### src/rtl/primary_reexe_stage_pkg.sv
// Shared definitions for the primary-pipe re-execute stage: op and state
// encodings plus the common GPR / word widths.
package primary_reexe_stage_pkg;

    localparam int GPR_NUM     = 5;
    localparam int SINGLE_WORD = 32;

    localparam logic [SINGLE_WORD-1:0] ZEROWORD = '0;

    typedef enum logic [1:0] {
        OP_PASS = 2'b00,
        OP_ADD  = 2'b01,
        OP_SUB  = 2'b10,
        OP_MUL  = 2'b11
    } op_e;

    typedef enum logic [1:0] {
        ST_IDLE = 2'b00,
        ST_WAIT = 2'b01,
        ST_CALC = 2'b10,
        ST_DONE = 2'b11
    } state_e;

endpackage

### src/rtl/primary_reexe_stage_if.sv
// Bundle of the EXE-side, PBA-side and stage-output signals of the re-execute
// stage; master is the surrounding pipeline, slave is the stage itself.
interface primary_reexe_stage_if #(
    parameter int DATA_W = 32
);
    import primary_reexe_stage_pkg::*;

    logic                   EXE_valid_w_i;
    logic                   REEXE_allowin_w_o;
    logic [GPR_NUM-1:0]     EXE_writeNum_i;
    logic [SINGLE_WORD-1:0] EXE_VAddr_i;
    logic [DATA_W-1:0]      EXE_regData_i;
    logic [1:0]             EXE_op_i;
    logic [DATA_W-1:0]      EXE_srcA_i;
    logic [DATA_W-1:0]      EXE_srcB_i;
    logic [GPR_NUM-1:0]     EXE_srcANum_i;
    logic [GPR_NUM-1:0]     EXE_srcBNum_i;
    logic                   EXE_srcAStale_i;
    logic                   EXE_srcBStale_i;

    logic                   PBA_okToChange_w_i;
    logic                   PBA_writeEnable_w_i;
    logic [GPR_NUM-1:0]     PBA_writeNum_w_i;
    logic [DATA_W-1:0]      PBA_forwardData_w_i;

    logic                   REEXE_valid_w_o;
    logic [GPR_NUM-1:0]     REEXE_writeNum_o;
    logic [SINGLE_WORD-1:0] REEXE_VAddr_o;
    logic [DATA_W-1:0]      REEXE_regData_o;
    logic                   REEXE_fwdValid_w_o;
    logic [GPR_NUM-1:0]     REEXE_fwdNum_w_o;

    modport master (
        output EXE_valid_w_i, EXE_writeNum_i, EXE_VAddr_i, EXE_regData_i, EXE_op_i,
               EXE_srcA_i, EXE_srcB_i, EXE_srcANum_i, EXE_srcBNum_i,
               EXE_srcAStale_i, EXE_srcBStale_i,
               PBA_okToChange_w_i, PBA_writeEnable_w_i, PBA_writeNum_w_i, PBA_forwardData_w_i,
        input  REEXE_allowin_w_o, REEXE_valid_w_o, REEXE_writeNum_o, REEXE_VAddr_o,
               REEXE_regData_o, REEXE_fwdValid_w_o, REEXE_fwdNum_w_o
    );

    modport slave (
        input  EXE_valid_w_i, EXE_writeNum_i, EXE_VAddr_i, EXE_regData_i, EXE_op_i,
               EXE_srcA_i, EXE_srcB_i, EXE_srcANum_i, EXE_srcBNum_i,
               EXE_srcAStale_i, EXE_srcBStale_i,
               PBA_okToChange_w_i, PBA_writeEnable_w_i, PBA_writeNum_w_i, PBA_forwardData_w_i,
        output REEXE_allowin_w_o, REEXE_valid_w_o, REEXE_writeNum_o, REEXE_VAddr_o,
               REEXE_regData_o, REEXE_fwdValid_w_o, REEXE_fwdNum_w_o
    );

endinterface

### src/rtl/primary_reexe_stage_operand_refresh.sv
// One source operand of the re-execute stage: captured on accept, then
// refreshed from the downstream forwarding bus while its stale flag is set.
module reexe_operand_refresh
    import primary_reexe_stage_pkg::*;
#(
    parameter int DATA_W = 32
) (
    input  logic               clk,
    input  logic               rst,
    input  logic               flush_i,
    input  logic               load_i,
    input  logic               wait_i,
    input  logic [DATA_W-1:0]  src_i,
    input  logic [GPR_NUM-1:0] num_i,
    input  logic               stale_i,
    input  logic               fwd_en_i,
    input  logic [GPR_NUM-1:0] fwd_num_i,
    input  logic [DATA_W-1:0]  fwd_data_i,
    output logic [DATA_W-1:0]  operand_nxt_o,
    output logic               stale_nxt_o
);

    logic [DATA_W-1:0]  operand_q, operand_d;
    logic [GPR_NUM-1:0] num_q, num_d;
    logic               stale_q, stale_d;

    // r0 is hardwired zero, so a stale r0 operand never needs a forward.
    always_comb begin
        operand_d = operand_q;
        num_d     = num_q;
        stale_d   = stale_q;
        if (flush_i) begin
            stale_d = 1'b0;
        end else if (load_i) begin
            num_d = num_i;
            if (stale_i && num_i == '0) begin
                operand_d = DATA_W'(ZEROWORD);
                stale_d   = 1'b0;
            end else begin
                operand_d = src_i;
                stale_d   = stale_i;
            end
        end else if (wait_i && stale_q && fwd_en_i && fwd_num_i == num_q) begin
            operand_d = fwd_data_i;
            stale_d   = 1'b0;
        end
    end

    always_ff @(posedge clk or posedge rst) begin
        if (rst) begin
            operand_q <= '0;
            num_q     <= '0;
            stale_q   <= 1'b0;
        end else begin
            operand_q <= operand_d;
            num_q     <= num_d;
            stale_q   <= stale_d;
        end
    end

    assign operand_nxt_o = operand_d;
    assign stale_nxt_o   = stale_d;

endmodule

### src/rtl/primary_reexe_stage.sv
// Re-execute stage of the primary pipe: refreshes load-use operands, recomputes
// PASS/ADD/SUB/MUL and hands the result to branch-amend with valid/allowin.
module primary_reexe_stage
    import primary_reexe_stage_pkg::*;
#(
    parameter int MUL_CYCLES = 2,
    parameter int DATA_W     = 32
) (
    input  logic                 clk,
    input  logic                 rst,
    input  logic                 flush_w_i,
    primary_reexe_stage_if.slave bus
);

    localparam logic [3:0] MUL_INIT = 4'(MUL_CYCLES - 1);

    state_e                 state_q, state_d;
    logic [3:0]             cnt_q, cnt_d;
    op_e                    op_q, op_d;
    logic [GPR_NUM-1:0]     write_num_q, write_num_d;
    logic [SINGLE_WORD-1:0] vaddr_q, vaddr_d;
    logic [DATA_W-1:0]      pass_q, pass_d;
    logic [DATA_W-1:0]      result_q, result_d;
    logic                   valid_q, valid_d;
    logic                   fwd_valid_q, fwd_valid_d;
    logic [GPR_NUM-1:0]     fwd_num_q, fwd_num_d;

    logic                   allowin;
    logic                   accept;
    logic [DATA_W-1:0]      a_nxt, b_nxt;
    logic                   a_stale_nxt, b_stale_nxt;

    function automatic logic [DATA_W-1:0] alu(input op_e op, input logic [DATA_W-1:0] a,
                                              input logic [DATA_W-1:0] b,
                                              input logic [DATA_W-1:0] pass);
        case (op)
            OP_ADD:  return a + b;
            OP_SUB:  return a - b;
            OP_MUL:  return a * b;
            default: return pass;
        endcase
    endfunction

    assign allowin = !flush_w_i &&
                     (state_q == ST_IDLE || (state_q == ST_DONE && bus.PBA_okToChange_w_i));
    assign accept  = bus.EXE_valid_w_i && allowin;

    reexe_operand_refresh #(.DATA_W(DATA_W)) u_src_a (
        .clk           (clk),
        .rst           (rst),
        .flush_i       (flush_w_i),
        .load_i        (accept),
        .wait_i        (state_q == ST_WAIT),
        .src_i         (bus.EXE_srcA_i),
        .num_i         (bus.EXE_srcANum_i),
        .stale_i       (bus.EXE_srcAStale_i),
        .fwd_en_i      (bus.PBA_writeEnable_w_i),
        .fwd_num_i     (bus.PBA_writeNum_w_i),
        .fwd_data_i    (bus.PBA_forwardData_w_i),
        .operand_nxt_o (a_nxt),
        .stale_nxt_o   (a_stale_nxt)
    );

    reexe_operand_refresh #(.DATA_W(DATA_W)) u_src_b (
        .clk           (clk),
        .rst           (rst),
        .flush_i       (flush_w_i),
        .load_i        (accept),
        .wait_i        (state_q == ST_WAIT),
        .src_i         (bus.EXE_srcB_i),
        .num_i         (bus.EXE_srcBNum_i),
        .stale_i       (bus.EXE_srcBStale_i),
        .fwd_en_i      (bus.PBA_writeEnable_w_i),
        .fwd_num_i     (bus.PBA_writeNum_w_i),
        .fwd_data_i    (bus.PBA_forwardData_w_i),
        .operand_nxt_o (b_nxt),
        .stale_nxt_o   (b_stale_nxt)
    );

    // A new accept always overrides the per-state progress below, which is what
    // makes DONE -> next instruction back-to-back without an IDLE bubble.
    always_comb begin
        state_d     = state_q;
        cnt_d       = cnt_q;
        op_d        = op_q;
        write_num_d = write_num_q;
        vaddr_d     = vaddr_q;
        pass_d      = pass_q;
        result_d    = result_q;

        if (flush_w_i) begin
            state_d = ST_IDLE;
            cnt_d   = '0;
        end else begin
            case (state_q)
                ST_WAIT: begin
                    if (!a_stale_nxt && !b_stale_nxt) begin
                        if (op_q == OP_MUL) begin
                            state_d = ST_CALC;
                            cnt_d   = MUL_INIT;
                        end else begin
                            state_d  = ST_DONE;
                            result_d = alu(op_q, a_nxt, b_nxt, pass_q);
                        end
                    end
                end
                ST_CALC: begin
                    if (cnt_q == '0) begin
                        state_d  = ST_DONE;
                        result_d = alu(OP_MUL, a_nxt, b_nxt, pass_q);
                    end else begin
                        cnt_d = cnt_q - 4'd1;
                    end
                end
                ST_DONE: begin
                    if (bus.PBA_okToChange_w_i) state_d = ST_IDLE;
                end
                default: state_d = ST_IDLE;
            endcase

            if (accept) begin
                op_d        = op_e'(bus.EXE_op_i);
                write_num_d = bus.EXE_writeNum_i;
                vaddr_d     = bus.EXE_VAddr_i;
                pass_d      = bus.EXE_regData_i;
                if (a_stale_nxt || b_stale_nxt) begin
                    state_d = ST_WAIT;
                end else if (op_e'(bus.EXE_op_i) == OP_MUL) begin
                    state_d = ST_CALC;
                    cnt_d   = MUL_INIT;
                end else begin
                    state_d  = ST_DONE;
                    result_d = alu(op_e'(bus.EXE_op_i), a_nxt, b_nxt, bus.EXE_regData_i);
                end
            end
        end

        valid_d     = (state_d == ST_DONE);
        fwd_valid_d = (state_d == ST_DONE) && (write_num_d != '0);
        fwd_num_d   = (state_d != ST_IDLE) ? write_num_d : '0;
    end

    always_ff @(posedge clk or posedge rst) begin
        if (rst) begin
            state_q     <= ST_IDLE;
            cnt_q       <= '0;
            op_q        <= OP_PASS;
            write_num_q <= '0;
            vaddr_q     <= '0;
            pass_q      <= '0;
            result_q    <= '0;
            valid_q     <= 1'b0;
            fwd_valid_q <= 1'b0;
            fwd_num_q   <= '0;
        end else begin
            state_q     <= state_d;
            cnt_q       <= cnt_d;
            op_q        <= op_d;
            write_num_q <= write_num_d;
            vaddr_q     <= vaddr_d;
            pass_q      <= pass_d;
            result_q    <= result_d;
            valid_q     <= valid_d;
            fwd_valid_q <= fwd_valid_d;
            fwd_num_q   <= fwd_num_d;
        end
    end

    assign bus.REEXE_allowin_w_o  = allowin;
    assign bus.REEXE_valid_w_o    = valid_q;
    assign bus.REEXE_writeNum_o   = write_num_q;
    assign bus.REEXE_VAddr_o      = vaddr_q;
    assign bus.REEXE_regData_o    = result_q;
    assign bus.REEXE_fwdValid_w_o = fwd_valid_q;
    assign bus.REEXE_fwdNum_w_o   = fwd_num_q;

endmodule

### src/flat_wrapper.sv
// flat-port wrapper written by rule: the top's interface ports become plain ports
module primary_reexe_stage_flat import primary_reexe_stage_pkg::*;
#(
    parameter int MUL_CYCLES = 2,
    parameter int DATA_W     = 32
)
  (clk, rst, flush_w_i, bus_EXE_valid_w_i, bus_EXE_writeNum_i, bus_EXE_VAddr_i, bus_EXE_regData_i, bus_EXE_op_i, bus_EXE_srcA_i, bus_EXE_srcB_i, bus_EXE_srcANum_i, bus_EXE_srcBNum_i, bus_EXE_srcAStale_i, bus_EXE_srcBStale_i, bus_PBA_okToChange_w_i, bus_PBA_writeEnable_w_i, bus_PBA_writeNum_w_i, bus_PBA_forwardData_w_i, bus_REEXE_allowin_w_o, bus_REEXE_valid_w_o, bus_REEXE_writeNum_o, bus_REEXE_VAddr_o, bus_REEXE_regData_o, bus_REEXE_fwdValid_w_o, bus_REEXE_fwdNum_w_o);
  primary_reexe_stage_if #(.DATA_W(DATA_W)) bus_i ();
  input  logic clk;
  input  logic rst;
  input  logic flush_w_i;
  input wire logic [$bits(bus_i.EXE_valid_w_i)-1:0] bus_EXE_valid_w_i;
  input wire logic [$bits(bus_i.EXE_writeNum_i)-1:0] bus_EXE_writeNum_i;
  input wire logic [$bits(bus_i.EXE_VAddr_i)-1:0] bus_EXE_VAddr_i;
  input wire logic [$bits(bus_i.EXE_regData_i)-1:0] bus_EXE_regData_i;
  input wire logic [$bits(bus_i.EXE_op_i)-1:0] bus_EXE_op_i;
  input wire logic [$bits(bus_i.EXE_srcA_i)-1:0] bus_EXE_srcA_i;
  input wire logic [$bits(bus_i.EXE_srcB_i)-1:0] bus_EXE_srcB_i;
  input wire logic [$bits(bus_i.EXE_srcANum_i)-1:0] bus_EXE_srcANum_i;
  input wire logic [$bits(bus_i.EXE_srcBNum_i)-1:0] bus_EXE_srcBNum_i;
  input wire logic [$bits(bus_i.EXE_srcAStale_i)-1:0] bus_EXE_srcAStale_i;
  input wire logic [$bits(bus_i.EXE_srcBStale_i)-1:0] bus_EXE_srcBStale_i;
  input wire logic [$bits(bus_i.PBA_okToChange_w_i)-1:0] bus_PBA_okToChange_w_i;
  input wire logic [$bits(bus_i.PBA_writeEnable_w_i)-1:0] bus_PBA_writeEnable_w_i;
  input wire logic [$bits(bus_i.PBA_writeNum_w_i)-1:0] bus_PBA_writeNum_w_i;
  input wire logic [$bits(bus_i.PBA_forwardData_w_i)-1:0] bus_PBA_forwardData_w_i;
  output wire logic [$bits(bus_i.REEXE_allowin_w_o)-1:0] bus_REEXE_allowin_w_o;
  output wire logic [$bits(bus_i.REEXE_valid_w_o)-1:0] bus_REEXE_valid_w_o;
  output wire logic [$bits(bus_i.REEXE_writeNum_o)-1:0] bus_REEXE_writeNum_o;
  output wire logic [$bits(bus_i.REEXE_VAddr_o)-1:0] bus_REEXE_VAddr_o;
  output wire logic [$bits(bus_i.REEXE_regData_o)-1:0] bus_REEXE_regData_o;
  output wire logic [$bits(bus_i.REEXE_fwdValid_w_o)-1:0] bus_REEXE_fwdValid_w_o;
  output wire logic [$bits(bus_i.REEXE_fwdNum_w_o)-1:0] bus_REEXE_fwdNum_w_o;
  assign bus_i.EXE_valid_w_i = bus_EXE_valid_w_i;
  assign bus_i.EXE_writeNum_i = bus_EXE_writeNum_i;
  assign bus_i.EXE_VAddr_i = bus_EXE_VAddr_i;
  assign bus_i.EXE_regData_i = bus_EXE_regData_i;
  assign bus_i.EXE_op_i = bus_EXE_op_i;
  assign bus_i.EXE_srcA_i = bus_EXE_srcA_i;
  assign bus_i.EXE_srcB_i = bus_EXE_srcB_i;
  assign bus_i.EXE_srcANum_i = bus_EXE_srcANum_i;
  assign bus_i.EXE_srcBNum_i = bus_EXE_srcBNum_i;
  assign bus_i.EXE_srcAStale_i = bus_EXE_srcAStale_i;
  assign bus_i.EXE_srcBStale_i = bus_EXE_srcBStale_i;
  assign bus_i.PBA_okToChange_w_i = bus_PBA_okToChange_w_i;
  assign bus_i.PBA_writeEnable_w_i = bus_PBA_writeEnable_w_i;
  assign bus_i.PBA_writeNum_w_i = bus_PBA_writeNum_w_i;
  assign bus_i.PBA_forwardData_w_i = bus_PBA_forwardData_w_i;
  assign bus_REEXE_allowin_w_o = bus_i.REEXE_allowin_w_o;
  assign bus_REEXE_valid_w_o = bus_i.REEXE_valid_w_o;
  assign bus_REEXE_writeNum_o = bus_i.REEXE_writeNum_o;
  assign bus_REEXE_VAddr_o = bus_i.REEXE_VAddr_o;
  assign bus_REEXE_regData_o = bus_i.REEXE_regData_o;
  assign bus_REEXE_fwdValid_w_o = bus_i.REEXE_fwdValid_w_o;
  assign bus_REEXE_fwdNum_w_o = bus_i.REEXE_fwdNum_w_o;
  primary_reexe_stage #(.MUL_CYCLES(MUL_CYCLES), .DATA_W(DATA_W)) u_core (.clk(clk), .rst(rst), .flush_w_i(flush_w_i), .bus(bus_i));
endmodule
### config.mk
export PLATFORM = sky130hd
export DESIGN_NAME = primary_reexe_stage_flat
export DESIGN_NICKNAME = d
export VERILOG_FILES = /design/src/rtl/primary_reexe_stage_pkg.sv /design/src/rtl/primary_reexe_stage_if.sv /design/src/rtl/primary_reexe_stage_operand_refresh.sv /design/src/rtl/primary_reexe_stage.sv /design/src/flat_wrapper.sv
export SDC_FILE = /design/constraint.sdc
export NUM_CORES = 2
export LEC_CHECK = 0
export CORE_MARGIN = 5
export CORE_UTILIZATION = 40
export CTS_BUF_LIST = sky130_fd_sc_hd__clkbuf_4 sky130_fd_sc_hd__clkbuf_8 sky130_fd_sc_hd__clkbuf_16
export DETAILED_ROUTE_END_ITERATION = 7
export PLACE_DENSITY = 0.67
export SETUP_SLACK_MARGIN = 0.4
export SLEW_MARGIN = 0
export SYNTH_ARGS = -nofsm -noshare
export SYNTH_HDL_FRONTEND = slang
export SYNTH_SLANG_ARGS = --single-unit
### constraint.sdc
create_clock -name clk -period 10.8 [get_ports clk]
set_clock_uncertainty 0.2 [all_clocks]
set_input_delay 2.16 -clock clk [delete_from_list [all_inputs] [get_ports clk]]
set_output_delay 2.16 -clock clk [all_outputs]
set_load 0.02 [all_outputs]
==> results.ini <==
[worst_setup_path]
arrival_ns = 10.45
crit_type = input pin to flop
worstPathMaxFanout = 6
reg2reg_to = u_core.bus.REEXE_regData_o[31]
crit_required_ns = 10.99
regToRegSetupSlack_ns = 1.51
cp_slowest_cell = fa_1
start_kind = input pin
cp_slowest_stage_delay_ns = 0.62
path_common_cell = xnor2_1
reg2reg_from = u_core.state_q[1]
reg2regPathDepth = 34
endpoint_kind = flop

[clock_network]
clk_latency_ns = 0.49
cts_made_buffers = 17
hold_buffers = 0
cts.clk_slew.worst_paths_ns = 0.09
cts.sinks = 192
cts_tree = yes
cts_buffer_depth = 2
cts-root-buf = clkbuf_16
h-tree-depth = 4

[die]
core-area_mm2 = 0.07027
die_w_um = 276.6
die_height_um = 276.6
io_pins = 267
dieArea_mm2 = 0.07653
start_util = 0.4047
rows = 97

[job]
drv_cap = 0

[drt]
drtIter0Drc = 3074
drc = 0
wl_per_cell_um = 24.47
ant_nets = 0
via_per_inst = 5.583
wl_mm = 120.9
num_vias = 27580
first_pass_iters = 6

[timing]
relSlewSlack = 0.3862
fin_crit_sh = 0.9500
final_hold_viol_count = 0
whs_ns = 0.2790
min_period_ns = 10.26
rsz0062_at_grt = no
fin_setup_tns_ns = 0
finalSetupViolations = 0
tightest_slew_ns = 0.9206
maxSlewViolCount = 0
max_freq_mhz = 97.46

[outcome]
status = complete, no violations

[global_routing]
use_met1 = 0.4086
track_usage = 0.3055
grt.overflow.total = 0
grt_max_degree = 69
antenna_found_initial = 6
busiest_layer = met2
met2_usage = 0.4885
first_global_vias = 27800
grt_use_met3 = 0.06744
grt_first_pass_wirelength_mm = 177.6

[final_layout]
nFillCells = 6529
multi_input_area_mm2 = 0.02176
stdcell_count = 4940
seqCellArea_mm2 = 0.004805
utilization = 0.5284
syn2layout_area_growth_pct = 30.57
layout.nets = 4780
drive_gt1_frac = 0.1802

[placed_design]
dp_cells = 4848
numPortBuffers = 266
gp_congestion = 1.038
dp_hpwl_mm = 99.26

[synth]
synth_top_cell_by_area = fa_1
syn_avg_cell_area_um2 = 8.386
yosysWarnings = 0
synth_top_area_frac = 0.2886
yosysSeqAreaShare = 0.1690
synth_area_mm2 = 0.02844
async_flop_share = 1.000
synth_edf_count = 0
synthCells = 3391
synth-main-ff-cell = dfrtp_1
synth_top_cells_by_area = fa_1 (29%), dfrtp_1 (17%), ha_1 (8.7%)
yosysMostFrequentCell = nand2_1
ys_ff_latch = 192
ys_types = 82
postSynthNetCount = 4188
synthTopCellsByCount = nand2_1 (540), inv_1 (480), nor2_1 (416), fa_1 (410), ha_1 (197)

[hold_path]
holdPathEnd = u_core.bus.REEXE_VAddr_o[8]
worstHoldStart = u_core.bus.REEXE_VAddr_o[8]
hold_class = flop to flop
hold_depth = 2

## flip-flops by register name, summed over array words and instances, names as in the netlist, 5 cells and up
signal / flops
u_core.bus.REEXE_writeNum_o: 5
u_core.u_src_a.num_q: 5
u_core.u_src_b.operand_q: 32
u_core.pass_q: 32
u_core.bus.REEXE_regData_o: 32
u_core.u_src_a.operand_q: 32
u_core.bus.REEXE_fwdNum_w_o: 5
u_core.u_src_b.num_q: 5
u_core.bus.REEXE_VAddr_o: 32
## worst max-delay path by stage
stage / to / cells after the start / start
floorplan: u_core.bus.REEXE_regData_o[27] / 36 / bus_PBA_okToChange_w_i
global placement: u_core.bus.REEXE_regData_o[30] / 34 / bus_PBA_writeNum_w_i[1]
detailed placement: u_core.bus.REEXE_regData_o[31] / 33 / bus_PBA_writeNum_w_i[1]
CTS: u_core.bus.REEXE_regData_o[30] / 31 / bus_PBA_writeEnable_w_i
global route: u_core.bus.REEXE_regData_o[30] / 34 / bus_EXE_srcBNum_i[0]
finish: u_core.bus.REEXE_regData_o[31] / 32 / bus_PBA_writeNum_w_i[1]
## logic make-up (layout without fill, tap and decap cells)
group           Yosys count  count (layout)  share of synthesized area
buf+inv                 687            1292                    0.09169
fa+ha+maj               607             607                     0.3753
xor+xnor                140             140                    0.04457
mux                      12              12                   0.004312
simple gates           1134            1134                     0.1647
other cells               0               4                          0
compound gates          619             619                     0.1505
flops                   192             192                     0.1690
## worst max-delay path: cells and delay by family
family                     cells  cell delay, ns
and+or+nand+nor                4            0.75
AOI/OAI and AO/OA              3            0.50
adders and majority gates      8            3.99
buffers and inverters          6            0.92
xor gates and xnor gates      11            2.12
## cell type report
class | instances | share of cell area
Multi-Input combinational cell | 2512 | 0.5860
Sequential cell | 192 | 0.1294
Timing Repair Buffer | 752 | 0.1838
Antenna cell | 4 | 0.0002696
Clock inverter | 14 | 0.004852
Tap cell | 940 | 0.03168
Inverter | 508 | 0.05223
Clock buffer | 18 | 0.01183
## per-layer routing
| layer | vias to the layer above | part of all wire |
|---|---|---|
| li1 | 12090 | - |
| met1 | 13620 | 0.39 |
| met2 | 1553 | 0.46 |
| met3 | 316 | 0.10 |
| met4 | 2 | 0.050 |
| met5 | - | 0.00012 |
## stage by stage
| step | area [µm²] | setup WS (ns) |
|---|---|---|
| floorplan | 28440 | 0.4052 |
| global placement | 35180 | -0.8139 |
| detailed placement | 35180 | -0.8042 |
| CTS | 36240 | 0.4025 |
| global route | 37120 | 0.3566 |
| finish | 37130 | 0.5395 |
## repair_timing
action                     4_1_cts  5_1_grt
gates cloned                     0        3
setup endpoints to repair       12       15
buffers inserted                23       30
pin swaps                       28       68
resized for setup               69      149
## placed cells by master (no fill, tap or decap), types with 12 or more instances in the layout
| cell type | synthesis | routed |
|---|---|---|
| a31oi_1 | 14 | 13 |
| a21o_1 | 53 | 52 |
| xor2_1 | 29 | 27 |
| a22oi_1 | 27 | 27 |
| nand3_1 | 21 | 15 |
| a211oi_1 | 24 | 22 |
| a221o_1 | 25 | 25 |
| nor2b_1 | 14 | 14 |
| nand2_1 | 540 | 537 |
| a21oi_1 | 144 | 141 |
| buf_4 | 1 | 428 |
| dfrtp_1 | 192 | 192 |
| buf_12 | 0 | 27 |
| nor2_1 | 416 | 396 |
| or2_2 | 16 | 16 |
| fa_2 | 0 | 20 |
| o21bai_1 | 20 | 20 |
| xnor2_1 | 108 | 101 |
| ha_1 | 197 | 187 |
| o22ai_1 | 29 | 28 |
| nor3_1 | 35 | 33 |
| fa_1 | 410 | 390 |
| o21ai_0 | 119 | 114 |
| a221oi_1 | 40 | 40 |
| and2_1 | 18 | 18 |
| inv_1 | 480 | 462 |
| inv_2 | 6 | 24 |
| and3_1 | 17 | 13 |
| clkbuf_16 | 0 | 20 |
| buf_6 | 0 | 23 |
| o221ai_2 | 4 | 12 |
| nor2_2 | 0 | 18 |
| nand2b_1 | 14 | 14 |
| clkdlybuf4s50_1 | 0 | 257 |
Power is left out: the tool's default activity adds up to more than one toggle a clock period on the data nets, which glitch-free logic cannot reach.
